## src/rtl/keypad_entry.sv

```systemverilog
// keypad_entry: turns keypad events into a BCD MM:SS entry, a confirmed preset and load/start/err pulses
module keypad_entry #(
    parameter int DIGITS = 4
) (
    input  logic                clk,
    input  logic                rst_n,
    input  logic                keydown_start,
    input  logic                keydown_confirm,
    input  logic                keydown_clear,
    input  logic                keydown_num,
    input  logic [3:0]          num,
    output logic [4*DIGITS-1:0] entry_bcd,
    output logic [2:0]          digit_count,
    output logic [4*DIGITS-1:0] preset_bcd,
    output logic                editing,
    output logic                armed,
    output logic                load,
    output logic                start,
    output logic                err
);
    typedef enum logic [1:0] {IDLE, EDIT, ARMED} state_t;
    localparam int W = 4 * DIGITS;
    localparam logic [2:0] FULL = 3'(DIGITS);
    state_t state_q, state_d;
    logic [W-1:0] entry_d, preset_d;
    logic [2:0] cnt_d;
    logic load_d, start_d, err_d;
    always_ff @(posedge clk or negedge rst_n) begin
        if (!rst_n) begin
            state_q     <= IDLE;
            entry_bcd   <= '0;
            digit_count <= '0;
            preset_bcd  <= '0;
            load        <= 1'b0;
            start       <= 1'b0;
            err         <= 1'b0;
        end else begin
            state_q     <= state_d;
            entry_bcd   <= entry_d;
            digit_count <= cnt_d;
            preset_bcd  <= preset_d;
            load        <= load_d;
            start       <= start_d;
            err         <= err_d;
        end
    end
    // Priority chain: clear > confirm > start > num; a losing event is dropped even if the winner is ignored
    always_comb begin
        state_d  = state_q;
        entry_d  = entry_bcd;
        cnt_d    = digit_count;
        preset_d = preset_bcd;
        load_d   = 1'b0;
        start_d  = 1'b0;
        err_d    = 1'b0;
        if (keydown_clear) begin
            state_d = IDLE;
            entry_d = '0;
            cnt_d   = '0;
        end else if (keydown_confirm) begin
            if (state_q == EDIT) begin
                if (entry_bcd[7:4] > 4'd5) begin
                    err_d = 1'b1;
                end else begin
                    preset_d = entry_bcd;
                    load_d   = 1'b1;
                    state_d  = ARMED;
                end
            end
        end else if (keydown_start) begin
            if (state_q == ARMED) begin
                start_d = 1'b1;
                state_d = IDLE;
                entry_d = '0;
                cnt_d   = '0;
            end
        end else if (keydown_num && num <= 4'd9) begin
            if (state_q != EDIT) begin
                entry_d = {{(W-4){1'b0}}, num};
                cnt_d   = 3'd1;
                state_d = EDIT;
            end else if (digit_count < FULL) begin
                entry_d = {entry_bcd[W-5:0], num};
                cnt_d   = digit_count + 3'd1;
            end
        end
    end
    always_comb begin
        editing = state_q == EDIT;
        armed   = state_q == ARMED;
    end
endmodule

```

## config.mk

```make
export PLATFORM = sky130hd
export DESIGN_NAME = keypad_entry
export DESIGN_NICKNAME = d
export VERILOG_FILES = /design/src/rtl/keypad_entry.sv
export SDC_FILE = /design/constraint.sdc
export NUM_CORES = 1
export LEC_CHECK = 0
export ABC_CLOCK_PERIOD_IN_PS = 2100
export BUFFER_PORTS_ARGS = -buffer_cell sky130_fd_sc_hd__buf_2
export CORE_ASPECT_RATIO = 1.5
export CORE_UTILIZATION = 40
export CTS_CLUSTER_SIZE = 8
export DETAILED_ROUTE_END_ITERATION = 10
export PLACE_DENSITY_LB_ADDON = 0.08
export SYNTH_ARGS = -nofsm -noshare
export SYNTH_HDL_FRONTEND = slang
export SYNTH_SLANG_ARGS = --single-unit
```

## constraint.sdc

```tcl
create_clock -name clk -period 2.1 [get_ports clk]
set_input_delay 0.105 -clock clk [delete_from_list [all_inputs] [get_ports clk]]
set_output_delay 0.105 -clock clk [all_outputs]
set_load 0.1 [all_outputs]
```

---- After elaboration in Yosys (flattened, before gate mapping) ----
Index checks and enable logic that the tools add are counted.
storage, ports and cells
  word-level logic and storage cells ...... 63
  input port bits ......................... 10
  output and inout bits ................... 40
  flip-flop bits (word level) ............. 40
operators by class
  equal/unequal tests ..................... 8
  order comparisons ....................... 3
  reduce and logical (&&, ||, !) cells .... 8
  add/subtract/negate cells ............... 1
  mux-type cells .......................... 34
  bitwise logic cells ..................... 2
operators by type and width
  kind                                                                              count
  16-bit 2-to-1 mux                                                                 7
  3-bit 2-to-1 mux                                                                  7
  2-bit 2-to-1 mux                                                                  8
  1-bit 2-to-1 mux                                                                  12
  4-bit nonzero test                                                                3
  4-bit AND reduction                                                               2
  3-bit by 1-bit inequality test with 1-bit output (second input constant)          2
  5-bit AND reduction                                                               1
  4-bit by 3-bit greater-than comparator with 1-bit output (second input constant)  1
  4-bit less-or-equal comparator (second input constant)                            1
  2-bit by 1-bit inequality test with 1-bit output (second input constant)          2
  4-bit by 1-bit inequality test with 1-bit output (second input constant)          1
  3-bit by 1-bit adder with 3-bit output (second input constant)                    1
  3-bit less-than comparator (second input constant)                                1
  3-bit inequality test (second input constant)                                     1
  3-bit nonzero test                                                                1
  2-bit by 1-bit == test with 1-bit output (second input constant)                  1
  2-bit == test (second input constant)                                             1
  1-bit NOT                                                                         2
  1-bit logical AND                                                                 1

---- Depth between registers and ports, before layout ----
Gate-level depths: netlist of run 1.
  word-level depth ........................ 7
  depth in mapped cells ................... 5

---- Worst setup path before layout of run 1 ----
OpenSTA, ideal clock, no wires.
  kind .................................... flip-flop to flip-flop
  start point ............................. reg state_q[1]
  end point ............................... reg entry_bcd[0]
  arrival ................................. 2.126 ns
  data required time ...................... 2.020 ns
  cell stages (with the launch flop) ...... 6
  slack ................................... -0.106 ns
  path buffers ............................ 1
  library setup time ...................... 0.080 ns
  clock period less this slack ............ 2.206 ns
  path through ............................ dfrtp_1 and2b_1 nand2_1 o21ai_4 buf_8 mux2i_1
on the way
  word-level cells in the longest chain between the ends .. 6
  elaborated cells between the ends (all ways) .. 10
  those cells by class .................... eq/ne: 3; mux: 5; reduce/logical: 2
ends and longest elaborated chain
  element                                           line  RTL
  from (decl)                                       24    state_t state_q, state_d;
  from (signal assigned)                            38    state_q <= state_d;
  2-bit by 1-bit inequality test with 1-bit output  78    if (state_q != EDIT) begin
  16-bit 2-to-1 mux                                 78
  16-bit 2-to-1 mux                                 77    end else if (keydown_num && num <= 4'd9) begin
  16-bit 2-to-1 mux                                 70    end else if (keydown_start) begin
  16-bit 2-to-1 mux                                 60    end else if (keydown_confirm) begin
  16-bit 2-to-1 mux                                 56    if (keydown_clear) begin
  to (signal assigned)                              39    entry_bcd <= entry_d;
  to (decl)                                         12    output logic [4*DIGITS-1:0] entry_bcd,
Several ways; a longest one is shown, not always the timed one. The select of a mux whose other input is x is not followed.
A chain may end at the register's enable or synchronous reset.

---- Worst setup path after layout of run 1 ----
  start point ............................. reg state_q[0]
  end point ............................... reg entry_bcd[6]
Same word-level chain as after synthesis.

==> results of run 1 <==
==> final timing paths <==
check | startpoint | end | slack [ns] | cells past startpoint
min in group asynchronous | rst_n | preset_bcd[15] | 0.46 | 2
worst max-delay path | state_q[0] | entry_bcd[6] | 0.33 | 4
worst max register to register | state_q[0] | entry_bcd[6] | 0.33 | 4
worst min-delay path | num[0] | entry_bcd[0] | 0.05 | 3
worst min register to register | preset_bcd[2] | preset_bcd[2] | 0.48 | 2
max in group asynchronous | rst_n | preset_bcd[14] | 1.09 | 2
==> registers in the layout, indices dropped and copies added (netlist names) <==
| signal | cells |
|---|---|
| preset_bcd | 16 |
| start | 1 |
| err | 1 |
| state_q | 2 |
| entry_bcd | 16 |
| load | 1 |
| digit_count | 3 |
==> repair_timing <==
item                      CTS  global route
resized for setup           0             0
hold buffers                1             0
hold endpoints to repair   40             0
==> power breakdown <==
| part | leakage, nW | internal, mW | switching (mW) |
|---|---|---|---|
| Clock | 0.0645 | 0.419 | 0.260 |
| Sequential | 0.554 | 0.785 | 0.0111 |
| Combinational | 0.508 | 0.0374 | 0.172 |
| Total | 1.13 | 1.24 | 0.442 |
==> layout make-up <==
type / instances / area [µm²] / area share, %
Tap cell: 43 / 53.8 / 2.67
Multi-Input combinational cell: 68 / 541 / 26.8
Timing Repair Buffer: 52 / 270 / 13.4
Clock buffer: 7 / 96.3 / 4.77
Inverter: 7 / 26.3 / 1.30
Sequential cell: 40 / 1000 / 49.6
Clock inverter: 1 / 30.0 / 1.49
==> per-layer routing <==
metal | global-route usage, % | vias up | wire (µm)
li1 | - | 533 | -
met1 | 21.8 | 559 | 1370
met2 | 28.4 | 36 | 1620
met3 | 5.14 | 7 | 129
met4 | 8.68 | 0 | 69
met5 | 0 | - | 0
==> per-stage QoR <==
step / utilization [%] / hold WS, ns
detailed placement: 50.2 / 0.275
floorplan: - / -0.191
finish: 53.8 / 0.0468
global placement: 50.2 / 0.267
global route: 53.8 / 0.0563
CTS: 53.8 / 0.0373
==> worst reg2reg max path, stage by stage, from the launching register on <==
cell and delay (ns):
dfrtp_1 0.42, and4bb_4 0.37, a311oi_2 0.07, nor3_2 0.62, a22o_1 0.23
==> cells in the final DEF, fill, tap and decap left out, types with 2 or more instances in the layout <==
master    instances
clkbuf_8          7
a21oi_1           4
nor2_1            3
dfrtp_1          40
mux2_2           11
nor2b_1           2
nand2_1          11
a22o_1           13
inv_1             7
buf_4             2
mux2i_1           4
buf_2            49
o21ai_0           4
==> cells by family (layout without fill, tap and decap cells) <==
family                     Yosys count  in the layout  share of synthesized area (%)
DFF                                 40             40                           62.5
AOI/OAI and AO/OA                   29             29                           14.5
and+or+nand+nor                     23             23                           8.13
muxes                               15             15                           10.2
buffers and inverters               11             67                           3.83
adders and majority gates            1              1                          0.781
==> impl_metrics.toml, run 1 <==
[sta]
period_share_pct = 84.4
hold_viol_final = 0
finalSetupViolCount = 0
finalWorstSetupSlack_ns = 0.327
worst_pin_slew_ns = 0.868
skew_ns = 0.00363
drv_slew = 0
fmax_mhz = 564
finalCriticalPeriod_ns = 1.77
rsz0062_at_grt = "no"
fin_tns_setup_ns = 0
relSlewSlack_pct = 42.1

[logic_synthesis]
synthMostInstantiatedCell = "dfrtp_1"
syn_nets = 130
syn-cell-area_um2 = 1600
synth.top_cell.area_share_pct = 62.5
ys_types = 30
netlist.top_cell.by_area = "dfrtp_1"
seq_area_frac_synth_pct = 62.5
ys.flop_type = "dfrtp_1"
yosys-top-cells-area = "dfrtp_1 63%, mux2_2 7.7%, a22o_1 7.1%"
synth_edf_count = 0
synth_common_cells = "40 x dfrtp_1, 13 x a22o_1, 11 x mux2_2, 11 x nand2_1, 7 x inv_1"
avgSynthCellArea_um2 = 13.5
synth_seq_cells = 40
netlist_instances = 119
synth_async_sr_flop_share_pct = 100
yosys_warnings = 0

[die]
start_util_pct = 42.7
num_rows = 27
pin_count = 50
core-area_um2 = 3750
die_w_um = 53.7
design.die.area_um2 = 4270
fp.dieH_um = 79.5

[clock_tree]
cts-root-buf = "clkbuf_8"
cts_max_level = 2
clock-sinks = 40
post-cts-setup-buffers = 0
cts_made_buffers = 5
clk_pin_slew_ns = 0.08
clk_latency_ns = 0.29
cts_tree = "built"
cts_buffer_depth = 2

[place]
io_buffers = 49
gp_congestion = 0.869
placed_cells_incl_taps = 209
placed_area_um2 = 1880
place_hpwl_um = 2270
pre_cts_slack_ns = 0.318

[final_layout]
drive_above_1_share_pct = 42.9
finalNonFillerCells = 218
stdcell_area_um2 = 2020
fin_nets = 185
antenna_cells = 0
fill_cells = 368
area_growth_pct = 26.0

[critical_path]
setup.worst_path.start_class = "register"
critPathBufInv = 0
worstPathRequired_ns = 2.33
critical-path-top-delay-family = "simple AND/OR/NAND/NOR gates"
crit_path_cell_trace = "and4bb_4 > a311oi_2 > nor3_2 > a22o_1"
crit_arrival_ns = 2.00
crit_fanout = 13
crit_path_end_kind = "register"
slowest_stage = "nor3_2"
cpPeakStageDelay_ns = 0.62
worstSetupPathType = "reg -> reg"

[detailed_routing]
drt_wl_total_um = 3190
num_vias = 1135
vias_per_cell = 5.21
drt_iter0_drc = 28
routedWlPerCell_um = 14.6
drc = 0
first_pass_iters = 4
ant_nets = 0

[outcome]
status = "finished, final reports clean"

[grt]
overflow = 0
track_usage_pct = 18.0
grt_max_degree = 41
antenna_found_initial = 0
grt_pass1_wl_um = 5420
grt_pass1_vias = 1149

[pwr]
p_leak_nw = 1.13
power.density_nw_per_um2 = 834
peakVddDrop_mv = 0.430
total_power_mw = 1.68

[min_path]
hp-class = "in -> reg"

[flow_run]
drv_cap = 0
Power figures use the tool's default switching activity.
==> run 2: changes to the inputs <==
- ABC_CLOCK_PERIOD_IN_PS: 2100 -> 1700
- clock period: 2.1 -> 1.7 ns (I/O delays scaled with it)
==> impl_metrics.toml, run 2 (synthesized netlist as in run 1, its figures left out) <==
[outcome]
status = "finished, final reports clean"

[sta]
finalCriticalPeriod_ns = 1.57
drv_slew = 0
fin_tns_setup_ns = 0
finalSetupViolCount = 0
fmax_mhz = 636
relSlewSlack_pct = 58.7
rsz0062_at_grt = "no"
worst_pin_slew_ns = 0.620
skew_ns = 0.00307
period_share_pct = 92.4
hold_viol_final = 0

[grt]
antenna_found_initial = 0
grt_max_degree = 30
track_usage_pct = 17.1
overflow = 0
grt_pass1_wl_um = 5240
grt_pass1_vias = 1133

[min_path]
hp-start = "num[0]"
whs_endpoint = "entry_bcd[0]"
hp-class = "in -> reg"
min_path_cells = 3

[flow_run]
drv_cap = 0

[critical_path]
rrSetupSlack_ns = 0.13
worstReg2RegStart = "state_q[0]"
worstPathRequired_ns = 1.88
rr_endpoint = "entry_bcd[14]"
crit_path_cell_trace = "and4bb_4 > a311o_1 > o21ai_4 > a22o_1"
setup.worst_path.start_class = "register"
worstRegToRegCells = 4
cpPeakStageDelay_ns = 0.40
crit_arrival_ns = 1.75
crit_path_end_kind = "register"
worstSetupPathType = "reg -> reg"
slowest_stage = "dfrtp_1"
crit_fanout = 17

[clock_tree]
clk_pin_slew_ns = 0.08
cts-root-buf = "clkbuf_8"
post-cts-setup-buffers = 0
cts_max_level = 2
cts_tree = "built"
clock-sinks = 40
cts_buffer_depth = 2
cts_made_buffers = 5
clk_latency_ns = 0.29

[die]
die_w_um = 53.7
fp.dieH_um = 79.5
design.die.area_um2 = 4270
num_rows = 27
core-area_um2 = 3750
start_util_pct = 42.7
pin_count = 50

[final_layout]
layout_common_cells = "49 x buf_2, 36 x dfrtp_1, 13 x a22o_1"
drive_above_1_share_pct = 47.2
final_core_util_pct = 54.9
multi_input_area_um2 = 553
fill_cells = 324
area_growth_pct = 28.6
final_common_cell = "buf_2"
fin_nets = 190
top_regs = "entry_bcd: 16 flops, preset_bcd: 16 flops, digit_count: 3 flops"
antenna_cells = 0
regArea_um2 = 1010

[place]
gp_congestion = 0.866
io_buffers = 49
place_hpwl_um = 2410

[detailed_routing]
first_pass_iters = 4
drt_wl_total_um = 3270
drc = 0
num_vias = 1173
vias_per_cell = 5.26
drt_iter0_drc = 13
ant_nets = 0
routedWlPerCell_um = 14.7

[pwr]
p_leak_nw = 1.13
total_power_mw = 2.01
peakVddDrop_mv = 0.628
power.density_nw_per_um2 = 975
## run 2: cell type report
| class | instances | share of cell area (%) |
|---|---|---|
| inverter | 7 | 1.28 |
| clock buffer | 6 | 3.52 |
| sequential | 40 | 49.1 |
| timing repair buffer | 57 | 14.9 |
| clock inverter | 2 | 1.70 |
| tap | 43 | 2.61 |
| multi-input combinational | 68 | 26.9 |
## run 2: layer usage
layer | vias up | share of wire, % | track usage (%)
met1 | 587 | 44 | 21.3
met3 | 6 | 4.2 | 4.57
li1 | 542 | - | -
met4 | 0 | 1.2 | 7.11
met5 | - | 0 | 0
met2 | 38 | 51 | 27.2
## run 2: how the worst max path moves through the flow
stage | startpoint | endpoint
finish | state_q[0] | entry_bcd[14]
global route | state_q[1] | entry_bcd[2]
CTS | state_q[0] | entry_bcd[14]
detailed placement | state_q[0] | digit_count[1]
global placement | state_q[0] | entry_bcd[6]
floorplan | state_q[1] | preset_bcd[10]
## run 2: power by group
group / internal, mW / leakage (nW) / switching [mW] / total [mW]
Clock: 0.436 / 0.0552 / 0.321 / 0.756
Combinational: 0.0539 / 0.532 / 0.214 / 0.268
Sequential: 0.970 / 0.546 / 0.0135 / 0.983
Total: 1.46 / 1.13 / 0.548 / 2.01
## run 2: per-stage QoR
stage                     cell area (µm²)  worst slack (ns)  std cells  hold WS [ns]
after floorplan                      1620           0.00198        119        -0.211
after global placement               1940          -0.00801        214         0.133
after detailed placement             1940           -0.0804        214         0.145
after CTS                            2060             0.101        223        0.0178
after global routing                 2060            0.0182        223        0.0409
final                                2060             0.129        223        0.0289
## run 2: repair_timing
action	CTS	global route
setup endpoints to repair	13	0
resized for setup	1	0
hold buffers	1	0
hold endpoints to repair	27	0
## run 2: worst max-delay path, delay by kind of cell, from the launching register on
kind	cells	cell delay [ns]
DFF	1	0.40
AOI/OAI and AO/OA	3	0.71
and+or+nand+nor	1	0.36
